**config.mk**
```make
export PLATFORM = sky130hd
export DESIGN_NAME = mdu_ctrl_flat
export DESIGN_NICKNAME = d
export VERILOG_FILES = /design/src/rtl/mdu_ctrl_pkg.sv /design/src/rtl/mdu_ctrl_if.sv /design/src/rtl/mdu_div.sv /design/src/rtl/mdu_ctrl.sv /design/src/flat_wrapper.sv
export SDC_FILE = /design/constraint.sdc
export NUM_CORES = 2
export LEC_CHECK = 0
export ABC_AREA = 0
export BUFFER_PORTS_ARGS = -buffer_cell sky130_fd_sc_hd__buf_2
export CAP_MARGIN = 20
export CORE_MARGIN = 2
export CORE_UTILIZATION = 65
export DETAILED_ROUTE_END_ITERATION = 12
export GPL_ROUTABILITY_DRIVEN = 1
export GPL_TIMING_DRIVEN = 0
export PLACE_DENSITY_LB_ADDON = 0.05
export SLEW_MARGIN = 25
export SYNTH_ARGS = -nofsm -noshare
export SYNTH_HDL_FRONTEND = slang
export SYNTH_HIERARCHICAL = 1
export SYNTH_SLANG_ARGS = --single-unit
```
**constraint.sdc**
```tcl
create_clock -name clk -period 25 [get_ports clk]
set_input_delay 3.75 -clock clk [delete_from_list [all_inputs] [get_ports clk]]
set_output_delay 3.75 -clock clk [all_outputs]
set_load 0.05 [all_outputs]
```
**src/rtl/mdu_ctrl_pkg.sv**
```systemverilog
// mdu_ctrl_pkg: shared types and constants for the multiply/divide unit.
//   - InstrType opcode encodings used by the MDU (7-bit)
//   - MDUStateType controller states (IDLE/MUL/DIV/FIX)
//   - accumulate mode type and opcode decode helpers
// Configuration macro: MDU_ACC_EN adds MADD/MADDU/MSUB/MSUBU to the MDU op set.
package mdu_ctrl_pkg;

    typedef logic [6:0] instr_t;

    localparam instr_t OP_NOP   = 7'h00;
    localparam instr_t OP_ADD   = 7'h01;
    localparam instr_t OP_MULT  = 7'h18;
    localparam instr_t OP_MULTU = 7'h19;
    localparam instr_t OP_DIV   = 7'h1A;
    localparam instr_t OP_DIVU  = 7'h1B;
    localparam instr_t OP_MTHI  = 7'h1C;
    localparam instr_t OP_MTLO  = 7'h1D;
    localparam instr_t OP_MFHI  = 7'h1E;
    localparam instr_t OP_MFLO  = 7'h1F;
    localparam instr_t OP_MADD  = 7'h20;
    localparam instr_t OP_MADDU = 7'h21;
    localparam instr_t OP_MSUB  = 7'h22;
    localparam instr_t OP_MSUBU = 7'h23;

    localparam int unsigned DIV_ITERS = 32;

    typedef enum logic [1:0] {IDLE, MUL, DIV, FIX} MDUStateType;

    typedef enum logic [1:0] {ACC_NONE, ACC_ADD, ACC_SUB} acc_e;

    function automatic logic is_mdu_op(input instr_t op);
        logic w_hit;
        w_hit = (op == OP_MULT) || (op == OP_MULTU) || (op == OP_DIV)  || (op == OP_DIVU) ||
                (op == OP_MTHI) || (op == OP_MTLO)  || (op == OP_MFHI) || (op == OP_MFLO);
`ifdef MDU_ACC_EN
        w_hit = w_hit || (op == OP_MADD) || (op == OP_MADDU) ||
                (op == OP_MSUB) || (op == OP_MSUBU);
`endif
        return w_hit;
    endfunction

    function automatic logic is_mul_op(input instr_t op);
        return (op == OP_MULT) || (op == OP_MULTU) || (op == OP_MADD) || (op == OP_MADDU) ||
               (op == OP_MSUB) || (op == OP_MSUBU);
    endfunction

    function automatic logic is_div_op(input instr_t op);
        return (op == OP_DIV) || (op == OP_DIVU);
    endfunction

    function automatic logic is_signed_op(input instr_t op);
        return (op == OP_MULT) || (op == OP_DIV) || (op == OP_MADD) || (op == OP_MSUB);
    endfunction

    function automatic acc_e acc_mode(input instr_t op);
        acc_e w_mode;
        w_mode = ACC_NONE;
`ifdef MDU_ACC_EN
        if ((op == OP_MADD) || (op == OP_MADDU)) w_mode = ACC_ADD;
        if ((op == OP_MSUB) || (op == OP_MSUBU)) w_mode = ACC_SUB;
`endif
        return w_mode;
    endfunction

endpackage

```
**src/rtl/mdu_ctrl_if.sv**
```systemverilog
// mdu_ctrl_if: EXE-stage <-> MDU signal bundle.
//   master (pipeline): drives EXE_Op/EXE_Start/EXE_Flush/EXE_BusA/EXE_BusB,
//                      reads MDU_Stall/MDU_Busy/HI/LO
//   slave  (mdu_ctrl): the mirror image
interface mdu_ctrl_if;
    logic [6:0]  EXE_Op;
    logic        EXE_Start;
    logic        EXE_Flush;
    logic [31:0] EXE_BusA;
    logic [31:0] EXE_BusB;
    logic        MDU_Stall;
    logic        MDU_Busy;
    logic [31:0] HI;
    logic [31:0] LO;

    modport master (
        output EXE_Op, EXE_Start, EXE_Flush, EXE_BusA, EXE_BusB,
        input  MDU_Stall, MDU_Busy, HI, LO
    );

    modport slave (
        input  EXE_Op, EXE_Start, EXE_Flush, EXE_BusA, EXE_BusB,
        output MDU_Stall, MDU_Busy, HI, LO
    );
endinterface

```
**src/rtl/mdu_div.sv**
```systemverilog
// mdu_div: unsigned iterative radix-2 restoring divider, one quotient bit per cycle.
//   clk, rst     : clock, asynchronous active-low reset
//   i_start      : load operands (pulse); iteration begins next cycle
//   i_dividend   : 32-bit unsigned dividend
//   i_divisor    : 32-bit unsigned divisor
//   o_done       : high once all DIV_ITERS iterations have completed, until next start
//   o_quot/o_rem : quotient/remainder (valid while o_done)
// Divide by zero naturally yields quotient all-ones and remainder = dividend.
module mdu_div
    import mdu_ctrl_pkg::*;
(
    input  logic        clk,
    input  logic        rst,
    input  logic        i_start,
    input  logic [31:0] i_dividend,
    input  logic [31:0] i_divisor,
    output logic        o_done,
    output logic [31:0] o_quot,
    output logic [31:0] o_rem
);

    logic [31:0] r_rem;
    logic [31:0] r_quot;
    logic [31:0] r_dvs;
    logic [5:0]  r_cnt;
    logic        r_run;
    logic        r_done;
    logic [32:0] w_trial;

    // Partial remainder shifted left by one with the next dividend bit, minus divisor.
    assign w_trial = {r_rem, r_quot[31]} - {1'b0, r_dvs};

    always_ff @(posedge clk or negedge rst) begin
        if (!rst) begin
            r_rem  <= '0;
            r_quot <= '0;
            r_dvs  <= '0;
            r_cnt  <= '0;
            r_run  <= 1'b0;
            r_done <= 1'b0;
        end else if (i_start) begin
            r_rem  <= '0;
            r_quot <= i_dividend;
            r_dvs  <= i_divisor;
            r_cnt  <= 6'(DIV_ITERS);
            r_run  <= 1'b1;
            r_done <= 1'b0;
        end else if (r_run) begin
            if (!w_trial[32]) begin
                r_rem  <= w_trial[31:0];
                r_quot <= {r_quot[30:0], 1'b1};
            end else begin
                r_rem  <= {r_rem[30:0], r_quot[31]};
                r_quot <= {r_quot[30:0], 1'b0};
            end
            r_cnt <= r_cnt - 6'd1;
            if (r_cnt == 6'd1) begin
                r_run  <= 1'b0;
                r_done <= 1'b1;
            end
        end
    end

    assign o_done = r_done;
    assign o_quot = r_quot;
    assign o_rem  = r_rem;

endmodule

```
**src/rtl/mdu_ctrl.sv**
```systemverilog
// mdu_ctrl: EXE-stage multiply/divide controller owning the HI/LO registers.
//   clk, rst  : clock, asynchronous active-low reset
//   bus.slave : EXE_Op/EXE_Start/EXE_Flush/EXE_BusA/EXE_BusB in;
//               MDU_Stall (comb), MDU_Busy (registered state), HI, LO out
// Parameter MUL_CYCLES (1..8): multiply latency.
// Configuration macro: MDU_ACC_EN enables MADD/MADDU/MSUB/MSUBU accumulate ops.
module mdu_ctrl
    import mdu_ctrl_pkg::*;
#(
    parameter int unsigned MUL_CYCLES = 2
) (
    input  logic      clk,
    input  logic      rst,
    mdu_ctrl_if.slave bus
);

    localparam logic [4:0] MUL_INIT = 5'(MUL_CYCLES - 1);
    localparam logic [4:0] DIV_INIT = 5'(DIV_ITERS - 1);

    MDUStateType r_state, w_state_nxt;
    logic [4:0]  r_cnt, w_cnt_nxt;
    logic [31:0] r_hi, w_hi_nxt;
    logic [31:0] r_lo, w_lo_nxt;
    logic [31:0] r_opa, w_opa_nxt;
    logic [31:0] r_opb, w_opb_nxt;
    logic        r_signed, w_signed_nxt;
    acc_e        r_acc, w_acc_nxt;
    logic        r_neg_q, w_neg_q_nxt;
    logic        r_neg_r, w_neg_r_nxt;

    logic        w_busy;
    logic        w_valid;
    logic        w_go;
    logic        w_op_signed;
    logic        w_div_start;
    logic [31:0] w_abs_a;
    logic [31:0] w_abs_b;
    logic        w_div_done;
    logic [31:0] w_quot;
    logic [31:0] w_rem;
    logic [63:0] w_prod;
    logic [63:0] w_mul_res;

    assign w_busy      = (r_state != IDLE);
    assign w_valid     = bus.EXE_Start & ~bus.EXE_Flush & is_mdu_op(bus.EXE_Op);
    assign w_go        = w_valid & ~w_busy;
    assign w_op_signed = is_signed_op(bus.EXE_Op);
    assign w_div_start = w_go & is_div_op(bus.EXE_Op);

    // Divider core only ever sees magnitudes; signs are restored in FIX.
    assign w_abs_a = (w_op_signed && bus.EXE_BusA[31]) ? -bus.EXE_BusA : bus.EXE_BusA;
    assign w_abs_b = (w_op_signed && bus.EXE_BusB[31]) ? -bus.EXE_BusB : bus.EXE_BusB;

    mdu_div u_div (
        .clk        (clk),
        .rst        (rst),
        .i_start    (w_div_start),
        .i_dividend (w_abs_a),
        .i_divisor  (w_abs_b),
        .o_done     (w_div_done),
        .o_quot     (w_quot),
        .o_rem      (w_rem)
    );

    // Low 64 bits of the extended operands' product are the exact 32x32 result.
    assign w_prod = {{32{r_signed & r_opa[31]}}, r_opa} * {{32{r_signed & r_opb[31]}}, r_opb};

    always_comb begin
        w_mul_res = w_prod;
        unique case (r_acc)
            ACC_ADD: w_mul_res = {r_hi, r_lo} + w_prod;
            ACC_SUB: w_mul_res = {r_hi, r_lo} - w_prod;
            default: w_mul_res = w_prod;
        endcase
    end

    always_comb begin
        w_state_nxt  = r_state;
        w_cnt_nxt    = r_cnt;
        w_hi_nxt     = r_hi;
        w_lo_nxt     = r_lo;
        w_opa_nxt    = r_opa;
        w_opb_nxt    = r_opb;
        w_signed_nxt = r_signed;
        w_acc_nxt    = r_acc;
        w_neg_q_nxt  = r_neg_q;
        w_neg_r_nxt  = r_neg_r;
        unique case (r_state)
            IDLE: begin
                if (w_go) begin
                    if (is_mul_op(bus.EXE_Op)) begin
                        w_state_nxt  = MUL;
                        w_cnt_nxt    = MUL_INIT;
                        w_opa_nxt    = bus.EXE_BusA;
                        w_opb_nxt    = bus.EXE_BusB;
                        w_signed_nxt = w_op_signed;
                        w_acc_nxt    = acc_mode(bus.EXE_Op);
                    end else if (is_div_op(bus.EXE_Op)) begin
                        w_state_nxt = DIV;
                        w_cnt_nxt   = DIV_INIT;
                        w_neg_q_nxt = w_op_signed & (bus.EXE_BusA[31] ^ bus.EXE_BusB[31]);
                        w_neg_r_nxt = w_op_signed & bus.EXE_BusA[31];
                    end else if (bus.EXE_Op == OP_MTHI) begin
                        w_hi_nxt = bus.EXE_BusA;
                    end else if (bus.EXE_Op == OP_MTLO) begin
                        w_lo_nxt = bus.EXE_BusA;
                    end
                end
            end
            MUL: begin
                if (r_cnt == 5'd0) begin
                    {w_hi_nxt, w_lo_nxt} = w_mul_res;
                    w_state_nxt          = IDLE;
                end else begin
                    w_cnt_nxt = r_cnt - 5'd1;
                end
            end
            DIV: begin
                if (r_cnt == 5'd0) begin
                    w_state_nxt = FIX;
                end else begin
                    w_cnt_nxt = r_cnt - 5'd1;
                end
            end
            FIX: begin
                if (w_div_done) begin
                    w_hi_nxt    = r_neg_r ? -w_rem : w_rem;
                    w_lo_nxt    = r_neg_q ? -w_quot : w_quot;
                    w_state_nxt = IDLE;
                end
            end
            default: w_state_nxt = IDLE;
        endcase
    end

    always_ff @(posedge clk or negedge rst) begin
        if (!rst) begin
            r_state  <= IDLE;
            r_cnt    <= '0;
            r_hi     <= '0;
            r_lo     <= '0;
            r_opa    <= '0;
            r_opb    <= '0;
            r_signed <= 1'b0;
            r_acc    <= ACC_NONE;
            r_neg_q  <= 1'b0;
            r_neg_r  <= 1'b0;
        end else begin
            r_state  <= w_state_nxt;
            r_cnt    <= w_cnt_nxt;
            r_hi     <= w_hi_nxt;
            r_lo     <= w_lo_nxt;
            r_opa    <= w_opa_nxt;
            r_opb    <= w_opb_nxt;
            r_signed <= w_signed_nxt;
            r_acc    <= w_acc_nxt;
            r_neg_q  <= w_neg_q_nxt;
            r_neg_r  <= w_neg_r_nxt;
        end
    end

    assign bus.MDU_Stall = w_valid & w_busy;
    assign bus.MDU_Busy  = w_busy;
    assign bus.HI        = r_hi;
    assign bus.LO        = r_lo;

endmodule

```
**src/flat_wrapper.sv**
```systemverilog
// flat-port wrapper written by rule: the top's interface ports become plain ports
module mdu_ctrl_flat import mdu_ctrl_pkg::*;
#(
    parameter int unsigned MUL_CYCLES = 2
)
  (clk, rst, bus_EXE_Op, bus_EXE_Start, bus_EXE_Flush, bus_EXE_BusA, bus_EXE_BusB, bus_MDU_Stall, bus_MDU_Busy, bus_HI, bus_LO);
  mdu_ctrl_if bus_i ();
  input  logic clk;
  input  logic rst;
  input wire logic [$bits(bus_i.EXE_Op)-1:0] bus_EXE_Op;
  input wire logic [$bits(bus_i.EXE_Start)-1:0] bus_EXE_Start;
  input wire logic [$bits(bus_i.EXE_Flush)-1:0] bus_EXE_Flush;
  input wire logic [$bits(bus_i.EXE_BusA)-1:0] bus_EXE_BusA;
  input wire logic [$bits(bus_i.EXE_BusB)-1:0] bus_EXE_BusB;
  output wire logic [$bits(bus_i.MDU_Stall)-1:0] bus_MDU_Stall;
  output wire logic [$bits(bus_i.MDU_Busy)-1:0] bus_MDU_Busy;
  output wire logic [$bits(bus_i.HI)-1:0] bus_HI;
  output wire logic [$bits(bus_i.LO)-1:0] bus_LO;
  assign bus_i.EXE_Op = bus_EXE_Op;
  assign bus_i.EXE_Start = bus_EXE_Start;
  assign bus_i.EXE_Flush = bus_EXE_Flush;
  assign bus_i.EXE_BusA = bus_EXE_BusA;
  assign bus_i.EXE_BusB = bus_EXE_BusB;
  assign bus_MDU_Stall = bus_i.MDU_Stall;
  assign bus_MDU_Busy = bus_i.MDU_Busy;
  assign bus_HI = bus_i.HI;
  assign bus_LO = bus_i.LO;
  mdu_ctrl #(.MUL_CYCLES(MUL_CYCLES)) u_core (.clk(clk), .rst(rst), .bus(bus_i));
endmodule
```
Word-level counts from Yosys, hierarchy flattened
Cells that the tools add are included.
{ "word_totals": {"register_bits": 242, "latchBits": 0, "ram_bits": 0, "rom_bits": 0, "out_inout_bits": 66, "n_memories": 0} }
{ "op_classes": {"addsub": 7, "mul": 1, "div_mod_pow": 0, "n_lt_le_gt_ge": 0, "n_eq_ne": 27, "shifts": 0, "mux": 45, "n_bitwise": 13, "reduce_logical": 32} }
{ "ops": {"columns": ["op", "count"], "rows": [
  ["$mux W32", 22],
  ["$pmux W32 S3", 2],
  ["$neg A32 Y32", 4],
  ["$mul A33 B33 Y64", 1],
  ["$eq A7 B5 Y1 const B", 8],
  ["$sub A33 B32 Y33", 1],
  ["$eq A7 B6 Y1 const B", 4],
  ["$mux W5", 4],
  ["$logic_or A1 B1 Y1", 15],
  ["$mux W2", 6],
  ["$mux W6", 2],
  ["$ne A2 B1 Y1 const B", 5],
  ["$ne A2 B2 Y1 const B", 5],
  ["$pmux W5 S2", 1],
  ["$and A1 B1 Y1", 9],
  ["$pmux W2 S4", 1],
  ["$reduce_and A4 Y1", 2],
  ["$reduce_and A8 Y1", 1],
  ["$reduce_bool A2 Y1", 4],
  ["$mux W1", 7],
  ["$reduce_and A7 Y1", 1],
  ["$eq A6 B1 Y1 const B", 1],
  ["$sub A6 B1 Y6 const B", 1],
  ["$logic_not A5 Y1", 1],
  ["other kinds (13)", 17]
]} }

Logic depth before layout (Yosys ltp)
{ "logic_depth": {"word_depth": 13, "mapped_depth": 31, "depth_no_buf": 28} }

Cells and area by module
The synthesis kept the hierarchy.
{ "modules_own_cells": {"columns": ["module", "n_inst", "cells_each", "area_per_inst_um2", "seq_area_each_um2"], "rows": [
  ["mdu_ctrl", 1, 5177, 46719.8, 3453.3],
  ["mdu_div", 1, 752, 6528.8, 2602.5]
]} }

Worst setup path before layout
OpenSTA, ideal clock, no wires.
{ "synth_path": {"path_type": "input -> output", "startpoint": "input bus_EXE_Op[5]", "endpoint": "output bus_MDU_Stall", "t_arrival_ns": 5.287, "t_required_ns": 21.250, "setup_slack_ns": 15.963, "cell_stages": 3, "path_cell_list": "nand3b_1 -> or4b_2 -> nor2_1"} }
{ "synth_between": {"elab_chain_len": 10, "word_cells_on_any_way": 17, "classes_between": "eq/ne (8); bitwise (2); reduce/logical (7)"} }
{ "synth_rtl": {"columns": ["item", "line", "rtl"], "rows": [
  ["start: declaration", "flat_wrapper.sv:10", "input wire logic [$bits(bus_i.EXE_Op)-1:0] bus_EXE_Op;"],
  ["$eq A7 B5 Y1", "mdu_ctrl_pkg.sv:33", "w_hit = (op == OP_MULT) || (op == OP_MULTU) || (op == OP_DIV) || (op == OP_DIVU) ||"],
  ["$logic_or A1 B1 Y1 (4 in series)", "mdu_ctrl_pkg.sv:33", null],
  ["$logic_or A1 B1 Y1 (2 in series)", "mdu_ctrl_pkg.sv:34", "(op == OP_MTHI) || (op == OP_MTLO) || (op == OP_MFHI) || (op == OP_MFLO);"],
  ["$logic_or A1 B1 Y1 *", "mdu_ctrl_pkg.sv:34", null],
  ["$and A1 B1 Y1 *", "mdu_ctrl.sv:45", "assign w_valid = bus.EXE_Start & ~bus.EXE_Flush & is_mdu_op(bus.EXE_Op);"],
  ["$and A1 B1 Y1 *", "mdu_ctrl.sv:162", "assign bus.MDU_Stall = w_valid & w_busy;"],
  ["end: declaration", "flat_wrapper.sv:15", "output wire logic [$bits(bus_i.MDU_Stall)-1:0] bus_MDU_Stall;"]
]} }
Mark *: on every way between the ends. The rest lies on a longest branch, timed or not.

Worst setup path after layout
{ "layout_path": {"startpoint": "register u_core.r_opb[6]", "endpoint": "register u_core.r_hi[26], in the netlist u_core/bus.HI[26]"} }
{ "layout_between": {"elab_chain_len": 3} }
{ "layout_rtl": {"columns": ["item", "line", "rtl"], "rows": [
  ["start: declaration", "mdu_ctrl.sv:25", "logic [31:0] r_opb, w_opb_nxt;"],
  ["start signal: assignment", "mdu_ctrl.sv:154", "r_opb <= w_opb_nxt;"],
  ["$mul A33 B33 Y64", "mdu_ctrl.sv:66", "assign w_prod = {{32{r_signed & r_opa[31]}}, r_opa} * {{32{r_signed & r_opb[31]}}, r_opb};"],
  ["$mux W32", "mdu_ctrl.sv:111", "if (r_cnt == 5'd0) begin"],
  ["$pmux W32 S3", "mdu_ctrl.sv:88", "unique case (r_state)"],
  ["end signal: assignment", "mdu_ctrl.sv:151", "r_hi <= w_hi_nxt;"],
  ["end: declaration", "mdu_ctrl.sv:22", "logic [31:0] r_hi, w_hi_nxt;"]
]} }
Every way passes these cells. The select of a mux whose other input is x is not followed.
A chain may end at the register's enable or synchronous reset.

==> metrics <==
status finished clean; clk sinks 242; ANT nets after route 0; Startpoint Class register; Placed Cells 7130; die area 84200 µm²; hold_buf cts 0; largest net degree at the start of global routing 77; area grow syn2layout 5.81%; pwr/cell area 43.4 nW/µm²; 1st-iter DRT viols 5232; kind of cell adding the most delay to the critical path adder cells; Distinct cells, synth 88; post-CTS setup buffer count 0; ys async rst share 100%; Mapped Avg Cell Area 8.98 µm²; Hold Crit Class register to register; cells after synthesis 5929; Slew Viols, Final 0; slowest library cell on the worst path clkbuf_1; Crit. End Element register; Finish-stage setup viols 0; share of layout cells above drive strength 1 5.26%; fill count 6619; PostCTS Resize Cnt 0; drt first pass iters 9; initial antenna violation count 23; Post-Syn Nets 7386; Die Y 290 µm; first-pass GRT wire length 292 mm; area post-placement 55400 µm²; Post-Syn Area 53200 µm²; crit path time final 11710 ps; clock share of power 16.9%; crit-path max cell delay 990 ps; Rel. slew slack 16.7%; IO Pins 141; sw power 0.00126 W; post-DP HPWL 163 mm; Gate power share 53.0%; Tightest Pin Transition 1250 ps; fin cells 7187; port bufs 134; clock slew at reported path FFs 60 ps; Max H-tree Level 1; Worst Path Max Fanout 10; post-layout instance area 56300 µm²; CTS tree yes; DRC viols 0; Worst Path Required 25410 ps; RSZ-0062 raised after global routing no; critical path's most frequent cell fa_1; NumNets Final 7556; TNS Setup 0 ps; Flop pwr share 30.1%; Lkg Pwr 27.4 nW; Total Routing Usage GR 47.7%; Die Span X 290 µm; Period Utilization, post-route 46.9%; post-synthesis sequential area ratio 11.4%; number of flops mapped to enable cells by yosys 0; maxcap violations 0; total power 0.00244 W; switch share 51.7%; FP Rows 104; core area 80800 µm²; Yosys Warn Count 6; Critical Path AT 12130 ps; clk_lat worst skew 570 ps; detail-routed via count per cell 6.24; placer congestion estimate 1.06; CTS Buffer Depth 3; Top FF cell, synth dfrtp_1; Core Util, Final 69.7%; clock skew 22.2 ps; vias in the first global route 46.2k; cts bufs inserted 26; CTS root buf clkbuf_16; grt ovf 0; total number of vias 44.8k; Max Freq 85.4 MHz; WS Path Type register to register; critical path buffer and inverter count 9; Cell Int Power 0.00118 W; Routed WL 197 mm; Yosys reg bits 242; post-DR wirelength/cell 27.4 µm; Max VDD drop 0.0941 mV; Hold Vio Cnt, Final 0; initial core utilization 65.9%
-- cell usage after synthesis, types with 33 or more instances --
library cell | n | area [µm²]
nand2_1 | 948 | 3560
inv_1 | 1191 | 4470
xnor2_1 | 155 | 1360
fa_1 | 1126 | 22500
a21oi_1 | 141 | 706
a21o_1 | 42 | 315
and3_1 | 34 | 213
ha_1 | 256 | 3200
dfrtp_1 | 242 | 6060
mux2i_1 | 48 | 480
nand3_1 | 35 | 175
and2_1 | 354 | 2210
o21ai_0 | 194 | 971
nor2_1 | 214 | 803
nor3_1 | 33 | 165
xor2_1 | 57 | 499
clkbuf_1 | 322 | 1210
a31oi_1 | 41 | 257
mux2_2 | 67 | 754
-- sequential cells by signal (all words and copies together) (netlist names) --
signal / count
u_core/u_div/r_run: 1
u_core/r_opb: 32
u_core/r_signed: 1
u_core/r_state: 2
u_core/u_div/o_quot: 32
u_core/u_div/o_done: 1
u_core/u_div/o_rem: 32
u_core/r_neg_r: 1
u_core/r_neg_q: 1
u_core/bus.HI: 32
u_core/u_div/r_cnt: 6
u_core/r_opa: 32
u_core/bus.LO: 32
u_core/r_cnt: 5
u_core/u_div/r_dvs: 32
-- layout by cell type (no fill, tap or decap), types with 25 or more instances in the layout --
cell,instances
inv_1,1191
fa_1,1125
nand2_1,948
and2_1,354
clkbuf_1,315
ha_1,256
dfrtp_1,242
nor2_1,214
o21ai_0,192
xnor2_1,155
buf_2,144
a21oi_1,141
mux2_2,67
xor2_1,57
mux2i_1,48
a21o_1,42
a31oi_1,41
nand3_1,35
and3_1,34
nor3_1,33
o31ai_1,30
a221oi_1,30
clkbuf_16,27
a211oi_1,25
-- worst reg2reg max path: cells and delay by family, from the launching register on --
family | cells | cell delay [ps]
fa+ha+maj | 9 | 4390
flops | 1 | 320
simple gates | 3 | 730
xor+xnor | 1 | 200
compound gates | 7 | 3360
buf+inv | 9 | 2560
-- layout make-up --
class	instances	area, µm²	share of cell area [%]
Clock inverter	11	155	0.275
Buffer	340	1310	2.33
Tap cell	1060	1330	2.35
Clock buffer	34	722	1.28
Inverter	1192	4470	7.94
Multi-Input combinational cell	4155	41400	73.6
Timing Repair Buffer	142	821	1.46
Sequential cell	242	6060	10.7
Antenna cell	11	27.5	0.0489
-- power by group through the flow --
stage / Sequential [W] / Combinational, W / Clock, W
3_3_place_gp: 0.000721 / 0.00123 / 0
4_1_cts: 0.000718 / 0.00126 / 0.000416
6_report: 0.000735 / 0.00129 / 0.000414
5_1_grt: 0.000741 / 0.00138 / 0.000432
2_1_floorplan: 0.000818 / 0.000712 / 0
3_5_place_dp: 0.000724 / 0.00125 / 0
-- final timing paths --
check / from / depth (start not counted) / slack (ps) / to
setup / recovery: u_core/r_opb[6]$_DFFE_PN0P_ / 29 / 13290 / u_core/bus.HI[26]$_DFFE_PN0P_
hold / removal: u_core/bus.HI[1]$_DFFE_PN0P_ / 2 / 480 / u_core/bus.HI[1]$_DFFE_PN0P_
setup reg to reg: u_core/r_opb[6]$_DFFE_PN0P_ / 29 / 13290 / u_core/bus.HI[26]$_DFFE_PN0P_
hold reg to reg: u_core/bus.HI[1]$_DFFE_PN0P_ / 2 / 480 / u_core/bus.HI[1]$_DFFE_PN0P_
max in group asynchronous: rst / 4 / 20530 / u_core/bus.LO[16]$_DFFE_PN0P_
min in group asynchronous: rst / 1 / 3080 / u_core/u_div/r_cnt[2]$_DFFE_PN0P_
-- stage by stage --
step                hold slack, ps  worst slack (ps)
global route                   512             13430
detailed placement             466             13710
global placement               461             12600
floorplan                      467             15960
finish                         482             13290
CTS                            479             13660
-- logic make-up after synthesis --
group	Yosys count	synth area share [%]
AO/OA/AOI/OAI	673	8.21
AND/OR/NAND/NOR	1773	15.4
adder cells (fa/ha/maj)	1382	48.3
multiplexers	115	2.32
XOR/XNOR	212	3.49
flip-flops	242	11.4
buffers and inverters	1532	10.8
-- layer usage --
layer  vias up  track usage (%)  routed length [µm]
met5         -                0                 123
met4        18             35.4               18600
met3       835             16.5               27100
met2      3041             69.2               82900
met1     22500             59.5               68100
li1      18400                -                   -
(Power assumes the default switching activity.)
